$ cat config.mk
export PLATFORM = sky130hd
export DESIGN_NAME = div_unit
export DESIGN_NICKNAME = d
export VERILOG_FILES = /design/src/rtl/div_pkg.sv /design/src/rtl/div_step.sv /design/src/rtl/div_unit.sv
export SDC_FILE = /design/constraint.sdc
export NUM_CORES = 1
export LEC_CHECK = 0
export CORE_MARGIN = 2
export CORE_UTILIZATION = 53
export CTS_CLUSTER_SIZE = 40
export DETAILED_ROUTE_END_ITERATION = 10
export PLACE_DENSITY = 0.78
export SYNTH_ARGS = -nofsm -noshare
export SYNTH_HDL_FRONTEND = slang
export SYNTH_SLANG_ARGS = --single-unit
$ cat constraint.sdc
create_clock -name clk -period 4.3 [get_ports clk]
set_input_delay 0.86 -clock clk [delete_from_list [all_inputs] [get_ports clk]]
set_output_delay 0.86 -clock clk [all_outputs]
set_load 0.1 [all_outputs]
$ cat src/rtl/div_pkg.sv
// Shared encodings for the iterative divider, also used by the decoder and
// write-back select logic.
package div_pkg;

  localparam logic [1:0] DIV_OP_DIV  = 2'b00;
  localparam logic [1:0] DIV_OP_DIVU = 2'b01;
  localparam logic [1:0] DIV_OP_REM  = 2'b10;
  localparam logic [1:0] DIV_OP_REMU = 2'b11;

  typedef enum logic [1:0] {
    DIV_IDLE = 2'b00,
    DIV_RUN  = 2'b01,
    DIV_FIX  = 2'b10,
    DIV_DONE = 2'b11
  } div_state_e;

  // op[1] selects remainder, op[0] selects unsigned
  function automatic logic op_is_rem(input logic [1:0] op);
    return op[1];
  endfunction

  function automatic logic op_is_signed(input logic [1:0] op);
    return ~op[0];
  endfunction

endpackage

$ cat src/rtl/div_step.sv
// One restoring radix-2 iteration: shift {rem,quo} left, subtract divisor if it fits.
module div_step #(
  parameter int N = 32
) (
  input  logic [N-1:0] rem,
  input  logic [N-1:0] quo,
  input  logic [N-1:0] divisor,
  output logic [N-1:0] rem_next,
  output logic [N-1:0] quo_next
);

  logic [N:0]   shifted;
  logic [N-1:0] trial;

  // The difference is always below the divisor when kept, so N bits suffice.
  always_comb begin
    shifted = {rem, quo[N-1]};
    trial   = shifted[N-1:0] - divisor;
    if (shifted >= {1'b0, divisor}) begin
      rem_next = trial;
      quo_next = {quo[N-2:0], 1'b1};
    end else begin
      rem_next = shifted[N-1:0];
      quo_next = {quo[N-2:0], 1'b0};
    end
  end

endmodule

$ cat src/rtl/div_unit.sv
// Iterative RISC-V DIV/DIVU/REM/REMU unit: sign-magnitude conversion on accept,
// N restoring iterations, then a sign fix-up cycle before the done pulse.
module div_unit
  import div_pkg::*;
#(
  parameter int N = 32
) (
  input  logic         clk,
  input  logic         rst_n,
  input  logic         start,
  input  logic [1:0]   op,
  input  logic [N-1:0] dividend,
  input  logic [N-1:0] divisor,
  input  logic         flush,
  output logic         busy,
  output logic         done,
  output logic [N-1:0] result
);

  localparam int CW = $clog2(N);
  localparam logic [N-1:0] MIN_NEG = {1'b1, {(N-1){1'b0}}};

  div_state_e    state, state_next;
  logic [CW-1:0] cnt;
  logic [N-1:0]  rem_r, quo_r, div_r;
  logic          rem_op, neg_q, neg_r;
  logic [N-1:0]  step_rem, step_quo;

  logic          accept, is_signed, div_zero, overflow, special;
  logic [N-1:0]  abs_dividend, abs_divisor, special_val, fix_sel, fix_val;

  always_comb begin
    is_signed    = op_is_signed(op);
    abs_dividend = (is_signed && dividend[N-1]) ? -dividend : dividend;
    abs_divisor  = (is_signed && divisor[N-1])  ? -divisor  : divisor;
    div_zero     = (divisor == '0);
    overflow     = is_signed && (dividend == MIN_NEG) && (divisor == '1);
    special      = div_zero || overflow;
    if (div_zero) special_val = op_is_rem(op) ? dividend : '1;
    else          special_val = op_is_rem(op) ? '0 : MIN_NEG;
    fix_sel      = rem_op ? rem_r : quo_r;
    fix_val      = (rem_op ? neg_r : neg_q) ? -fix_sel : fix_sel;
  end

  // Next-state logic; flush overrides everything including a same-cycle start.
  always_comb begin
    state_next = state;
    accept     = 1'b0;
    case (state)
      DIV_IDLE, DIV_DONE: begin
        state_next = DIV_IDLE;
        if (start) begin
          accept     = 1'b1;
          state_next = special ? DIV_DONE : DIV_RUN;
        end
      end
      DIV_RUN:  if (cnt == '0) state_next = DIV_FIX;
      DIV_FIX:  state_next = DIV_DONE;
      default:  state_next = DIV_IDLE;
    endcase
    if (flush) begin
      accept     = 1'b0;
      state_next = DIV_IDLE;
    end
    busy = (state == DIV_RUN) || (state == DIV_FIX);
    done = (state == DIV_DONE);
  end

  always_ff @(posedge clk or negedge rst_n) begin
    if (!rst_n) state <= DIV_IDLE;
    else        state <= state_next;
  end

  div_step #(.N(N)) u_step (
    .rem      (rem_r),
    .quo      (quo_r),
    .divisor  (div_r),
    .rem_next (step_rem),
    .quo_next (step_quo)
  );

  always_ff @(posedge clk or negedge rst_n) begin
    if (!rst_n) begin
      cnt    <= '0;
      rem_r  <= '0;
      quo_r  <= '0;
      div_r  <= '0;
      rem_op <= 1'b0;
      neg_q  <= 1'b0;
      neg_r  <= 1'b0;
      result <= '0;
    end else if (accept) begin
      cnt    <= CW'(N - 1);
      rem_r  <= '0;
      quo_r  <= abs_dividend;
      div_r  <= abs_divisor;
      rem_op <= op_is_rem(op);
      neg_q  <= is_signed && (dividend[N-1] ^ divisor[N-1]);
      neg_r  <= is_signed && dividend[N-1];
      if (special) result <= special_val;
    end else if (!flush && state == DIV_RUN) begin
      rem_r <= step_rem;
      quo_r <= step_quo;
      cnt   <= cnt - 1'b1;
    end else if (!flush && state == DIV_FIX) begin
      result <= fix_val;
    end
  end

endmodule

=== After elaboration in Yosys (flattened, before gate mapping) ===
Index checks and enable logic that the tools add are counted.

* Bits in registers: 138
* Latch bits: 0
* Bits of input ports: 70
* Memories: 0
* ROM bits: 0
* Bits in writable memories: 0
* Output and inout bits: 34

* Eq/ne operators: 8
* Bitwise logic cells: 2
* Multiplexer cells: 28
* Add/subtract/negate cells: 5
* Shifts and indexed selects: 0
* Div/mod/pow operators: 0
* Magnitude comparators: 1
* Reductions and logical operators: 17
* Multiply operators: 0

{| class="wikitable"
|+ Operators by type and width
! operator !! number
|-
| 32-bit 2-to-1 mux || 16
|-
| 32-bit negation || 3
|-
| 32-bit equality test, second input constant || 2
|-
| 33-bit by 32-bit >= comparator with 1-bit output || 1
|-
| 32-bit logical NOT || 1
|-
| 32-bit subtractor || 1
|-
| 5-bit 2-to-1 mux || 2
|-
| 2-bit 2-to-1 mux || 4
|-
| 1-bit logical AND || 7
|-
| 2-bit case mux with 3 select lines || 1
|-
| 5-bit logical NOT || 1
|-
| 1-bit 2-to-1 mux || 5
|-
| 5-bit by 1-bit subtractor with 5-bit output, second input constant || 1
|-
| 2-bit equality test, second input constant || 2
|-
| 2-bit nonzero test || 2
|-
| 3-bit != test, second input constant || 1
|-
| 3-bit AND reduction || 1
|-
| 2-bit by 1-bit equality test with 1-bit output, second input constant || 1
|-
| 2-bit logical NOT || 1
|-
| 1-bit logical OR || 2
|-
| 2-bit by 1-bit != test with 1-bit output, second input constant || 1
|-
| 2-bit != test, second input constant || 1
|-
| 2-bit OR reduction || 1
|-
| 1-bit logical NOT || 1
|-
| 2 further kinds || 2
|}

=== Logic depth before layout (Yosys ltp) ===
* Depth in word-level cells: 8
* Depth in mapped cells: 18
* Depth with buffers taken out: 13

=== By module ===
Synthesis repeated with hierarchy kept, for this count alone.

* Cells, all modules: 1,292
* Area, all modules: 11,041.8 um^2

{| class="wikitable"
|+ Modules (own cells, without submodules)
! module !! cells each !! times used !! area an instance (um^2)
|-
| div_unit || 920 || 1 || 8,466.9
|-
| div_step || 372 || 1 || 2,575.0
|}

=== Worst setup path after synthesis ===
No wires, ideal clock.

* Path type: flip-flop to flip-flop
* From: register rem_op
* To: register result[28]
* Cell stages (with the launch flop): 19
* Setup time: 82 ps
* Slack: 152 ps
* Required time: 4,218 ps
* Data arrival time: 4,066 ps
* Cells stage by stage: dfrtp_1 > clkbuf_1 > buf_2 > buf_2 > buf_2 > buf_2 > buf_2 > buf_2 > mux2i_1 > ha_1 > o21ai_0 > or2_2 > nand2b_1 > nor2b_1 > nand2_1 > o41ai_1 > xor2_1 > nand2_1 > a31oi_1

* Longest elaborated chain between the ends: 6

{| class="wikitable"
|+ RTL lines
! element !! RTL line !! source
|-
| start: declaration || div_unit.sv:26 || <nowiki>logic rem_op, neg_q, neg_r;</nowiki>
|-
| start signal: assignment || div_unit.sv:97 || <nowiki>rem_op <= op_is_rem(op);</nowiki>
|-
| 32-bit 2-to-1 mux || div_unit.sv:41 || <nowiki>fix_sel = rem_op ? rem_r : quo_r;</nowiki>
|-
| 32-bit negation || div_unit.sv:42 || <nowiki>fix_val = (rem_op ? neg_r : neg_q) ? -fix_sel : fix_sel;</nowiki>
|-
| 32-bit 2-to-1 mux (*) || div_unit.sv:42 ||
|-
| 32-bit 2-to-1 mux (*) || div_unit.sv:105 || <nowiki>end else if (!flush && state == DIV_FIX) begin</nowiki>
|-
| 32-bit 2-to-1 mux (*) || div_unit.sv:101 || <nowiki>end else if (!flush && state == DIV_RUN) begin</nowiki>
|-
| 32-bit 2-to-1 mux (*) || div_unit.sv:92 || <nowiki>end else if (accept) begin</nowiki>
|-
| end signal: assignment || div_unit.sv:100 || <nowiki>if (special) result <= special_val;</nowiki>
|-
| end signal: assignment || div_unit.sv:106 || <nowiki>result <= fix_val;</nowiki>
|-
| end: declaration || div_unit.sv:17 || <nowiki>output logic [N-1:0] result</nowiki>
|}

Every way passes the cells marked *; elsewhere a longest branch is shown, timed or not. The select of a mux whose other input is x is not followed.
A chain may end at the register's enable or synchronous reset.

=== Final worst setup path ===
* From: input dividend[8]
* To: register result[20]

* Longest elaborated chain between the ends: 6

{| class="wikitable"
|+ RTL lines
! element !! RTL line !! source
|-
| start: declaration || div_unit.sv:12 || <nowiki>input logic [N-1:0] dividend,</nowiki>
|-
| 32-bit equality test || div_unit.sv:37 || <nowiki>overflow = is_signed && (dividend == MIN_NEG) && (divisor == '1);</nowiki>
|-
| 1-bit logical AND (2 in series) || div_unit.sv:37 ||
|-
| 1-bit logical OR || div_unit.sv:38 || <nowiki>special = div_zero || overflow;</nowiki>
|-
| 2-bit by 1-bit != test with 1-bit output (no source line) || n/a ||
|-
| 3-bit AND reduction (no source line) || n/a ||
|}

Every way passes these cells.

==> flow_summary_export.csv <==
group,metric,value,unit
cts,htree_levels,4,
global_routing,overflow,0,
detailed_routing,avgRoutedWirePerCell,17.2,µm
detailed_routing,drt_wl_total,28900,µm
final_layout,num-fill-cells,1753,
yosys,synth_area_per_cell,7.91,µm²
die,die_w,145,µm
final_layout,areaGrowthSynthToFinish,18.4,%
cts,cts-hold-fix-buffers,0,
global_routing,grt_antenna_before_repair,0,
yosys,synth_flop_cell,"dfrtp_1",
cts,postCtsSetupBuffers,0,
timing,min_period,3800,ps
setup_path,cp_max_fo,9,
setup_path,worstSetupPathType,"in2reg",
die,die_height,145,µm
timing,drv_slew,0,
detailed_routing,first_pass_iters,5,
yosys,synth.area.top_cells,"dfrtp_1, nand2_1, o21ai_0",
yosys,netlist_instances,1324,
cts,cts_made_buffers,17,
placement,place_inst,1647,
placement,numPortBuffers,103,
yosys,synth_commonest_cells,"nand2_1, dfrtp_1, nor2_1",
global_routing,grt_use_total,0.282,
setup_path,crit_path_start_kind,"input port",
timing,setup_viol,0,
pwr,leakage,0.00520,µW
detailed_routing,drt-met1-wl,13300,µm
die,io_pins,104,
yosys,synth_area,10500,µm²
cts,ctsLongestPathBuffers,2,
timing,fmax,263,MHz
timing,slew_headroom,0.334,
timing,fin_setup_tns,0,ps
yosys,yosysTopAreaCell,"dfrtp_1",
detailed_routing,wl_met3,2230,µm
yosys,synth_edf_count,0,
final_layout,final_cells,1679,
detailed_routing,first_iter_violations,1048,
yosys,ys_types,64,
cts,cts_tree,"built",
detailed_routing,via_count,10099,
placement,gp_congestion,0.901,
timing,finalHoldViolations,0,
job,max_cap_violations,0,
die,design.die.area,20900,µm²
yosys,synth_top_area_frac,0.330,
timing,fin_crit_sh,0.885,
final_layout,multi_input_comb_area,6540,µm²
timing,worstMarginPinSlew,995,ps
final_layout,nNetsFinal,1513,
setup_path,worstPathArrival,4100,ps
detailed_routing,drc,0,
die,num_rows,51,
setup_path,critPathCaptureType,"flop",
cts,clock_sinks,138,
final_layout,drive_above_1_share,0.0644,
final_layout,antennaDiodeCount,0,
min_path,hold_class,"reg2reg",
detailed_routing,viasPerCell,6.01,
die,fp.coreArea,19400,µm²
placement,dp_hpwl,21400,µm
detailed_routing,highest_layer,"met4",
global_routing,grt_max_degree,103,
pwr,ir_drop,0.353,mV
cts,cts_resized,0,
die,start_util,0.540,
pwr,power,10800,µW
global_routing,grt_first_pass_wirelength,46700,µm
timing,holdWs,478,ps
detailed_routing,antenna_left,0,
timing,grt_setup_unrepaired,"false",
yosys,synth.most_common_cell,"nand2_1",
cts,clk_latency,430,ps
cts,path_clk_slew,60,ps
status,outcome,"finished, final reports clean",
detailed_routing,met2_length,12700,µm
final_layout,seqCellArea,3450,µm²
yosys,ys_seq_area_frac,0.330,
yosys,ys_ff_latch,138,
yosys,synth_warnings,0,
global_routing,first_global_vias,9096,
setup_path,required,4590,ps
pwr,powerDensity,874,nW/µm²
cts,clockRootBuffer,"clkbuf_16",
yosys,synth_nets,1436,
yosys,async_flop_share,1.00,
timing,skew,6.28,ps
[power breakdown]
group / switching (µW) / leakage [µW] / internal [µW]
clock: 578 / 0.000284 / 876
sequential: 580 / 0.00167 / 1890
combinational: 4430 / 0.00325 / 2490
total: 5590 / 0.00520 / 5250
[path summary, 6_finish.rpt]
| check | from | to | slack, ps | cells past startpoint |
|---|---|---|---|---|
| setup / recovery | dividend[8] | result[20] | 500 | 12 |
| hold / removal | div_r[9] | div_r[9] | 480 | 2 |
| setup reg to reg | rem_r[19] | rem_r[13] | 730 | 11 |
| hold reg to reg | div_r[9] | div_r[9] | 480 | 2 |
| max in group asynchronous | rst_n | div_r[14] | 2890 | 2 |
| min in group asynchronous | rst_n | result[6] | 540 | 1 |
[through the flow]
step	setup slack, ps	cell area, µm²	util
floorplan	152	10500	-
global placement	186	11800	0.610
detailed placement	125	11800	0.610
CTS	545	12400	0.640
global route	256	12400	0.640
finish	496	12400	0.640
[final cells by class]
class	instances	share of cell area
Timing Repair Buffer	136	0.105
Sequential cell	138	0.278
Clock inverter	13	0.0102
Clock buffer	19	0.0365
Inverter	52	0.0157
Tap cell	265	0.0267
Multi-Input combinational cell	1056	0.527
[cells by family after synthesis]
group                      synth area share
DFF                                   0.330
AOI/OAI and AO/OA                     0.223
adders and majority gates            0.0509
and+or+nand+nor                       0.213
muxes                                0.0397
xor gates and xnor gates             0.0945
buffers and inverters                0.0492
[layout by cell type (no fill, tap or decap), types with 37 or more instances in the layout]
cell / instances
nand2_1: 176
dfrtp_1: 137
nor2_1: 135
o21ai_0: 123
clkdlybuf4s50_1: 102
a21oi_1: 83
xnor2_1: 61
a31oi_1: 57
inv_1: 52
xor2_1: 52
ha_1: 41
nor3_1: 40
mux2i_1: 37
[worst max-delay path, stage by stage]
cell and delay (ps):
clkdlybuf4s50_1 420, or3_1 410, or3_1 390, or3b_4 460, nor3b_4 270, nand2_2 110, nor4_4 260, a41oi_2 220
buf_4 210, o21a_1 270, nand2_1 120, o211ai_1 90
[routing by layer]
layer	up-vias	GRT usage
met5	-	0
met4	0	0.0787
met3	57	0.0487
met2	467	0.438
met1	4710	0.406
li1	4865	-
[flip-flops by register name, summed over array words and instances, names as in the netlist]
name    count
cnt         5
result     32
rem_r      32
quo_r      32
div_r      32
state       2
rem_op      1
neg_q       1
neg_r       1
(Power assumes the default switching activity.)
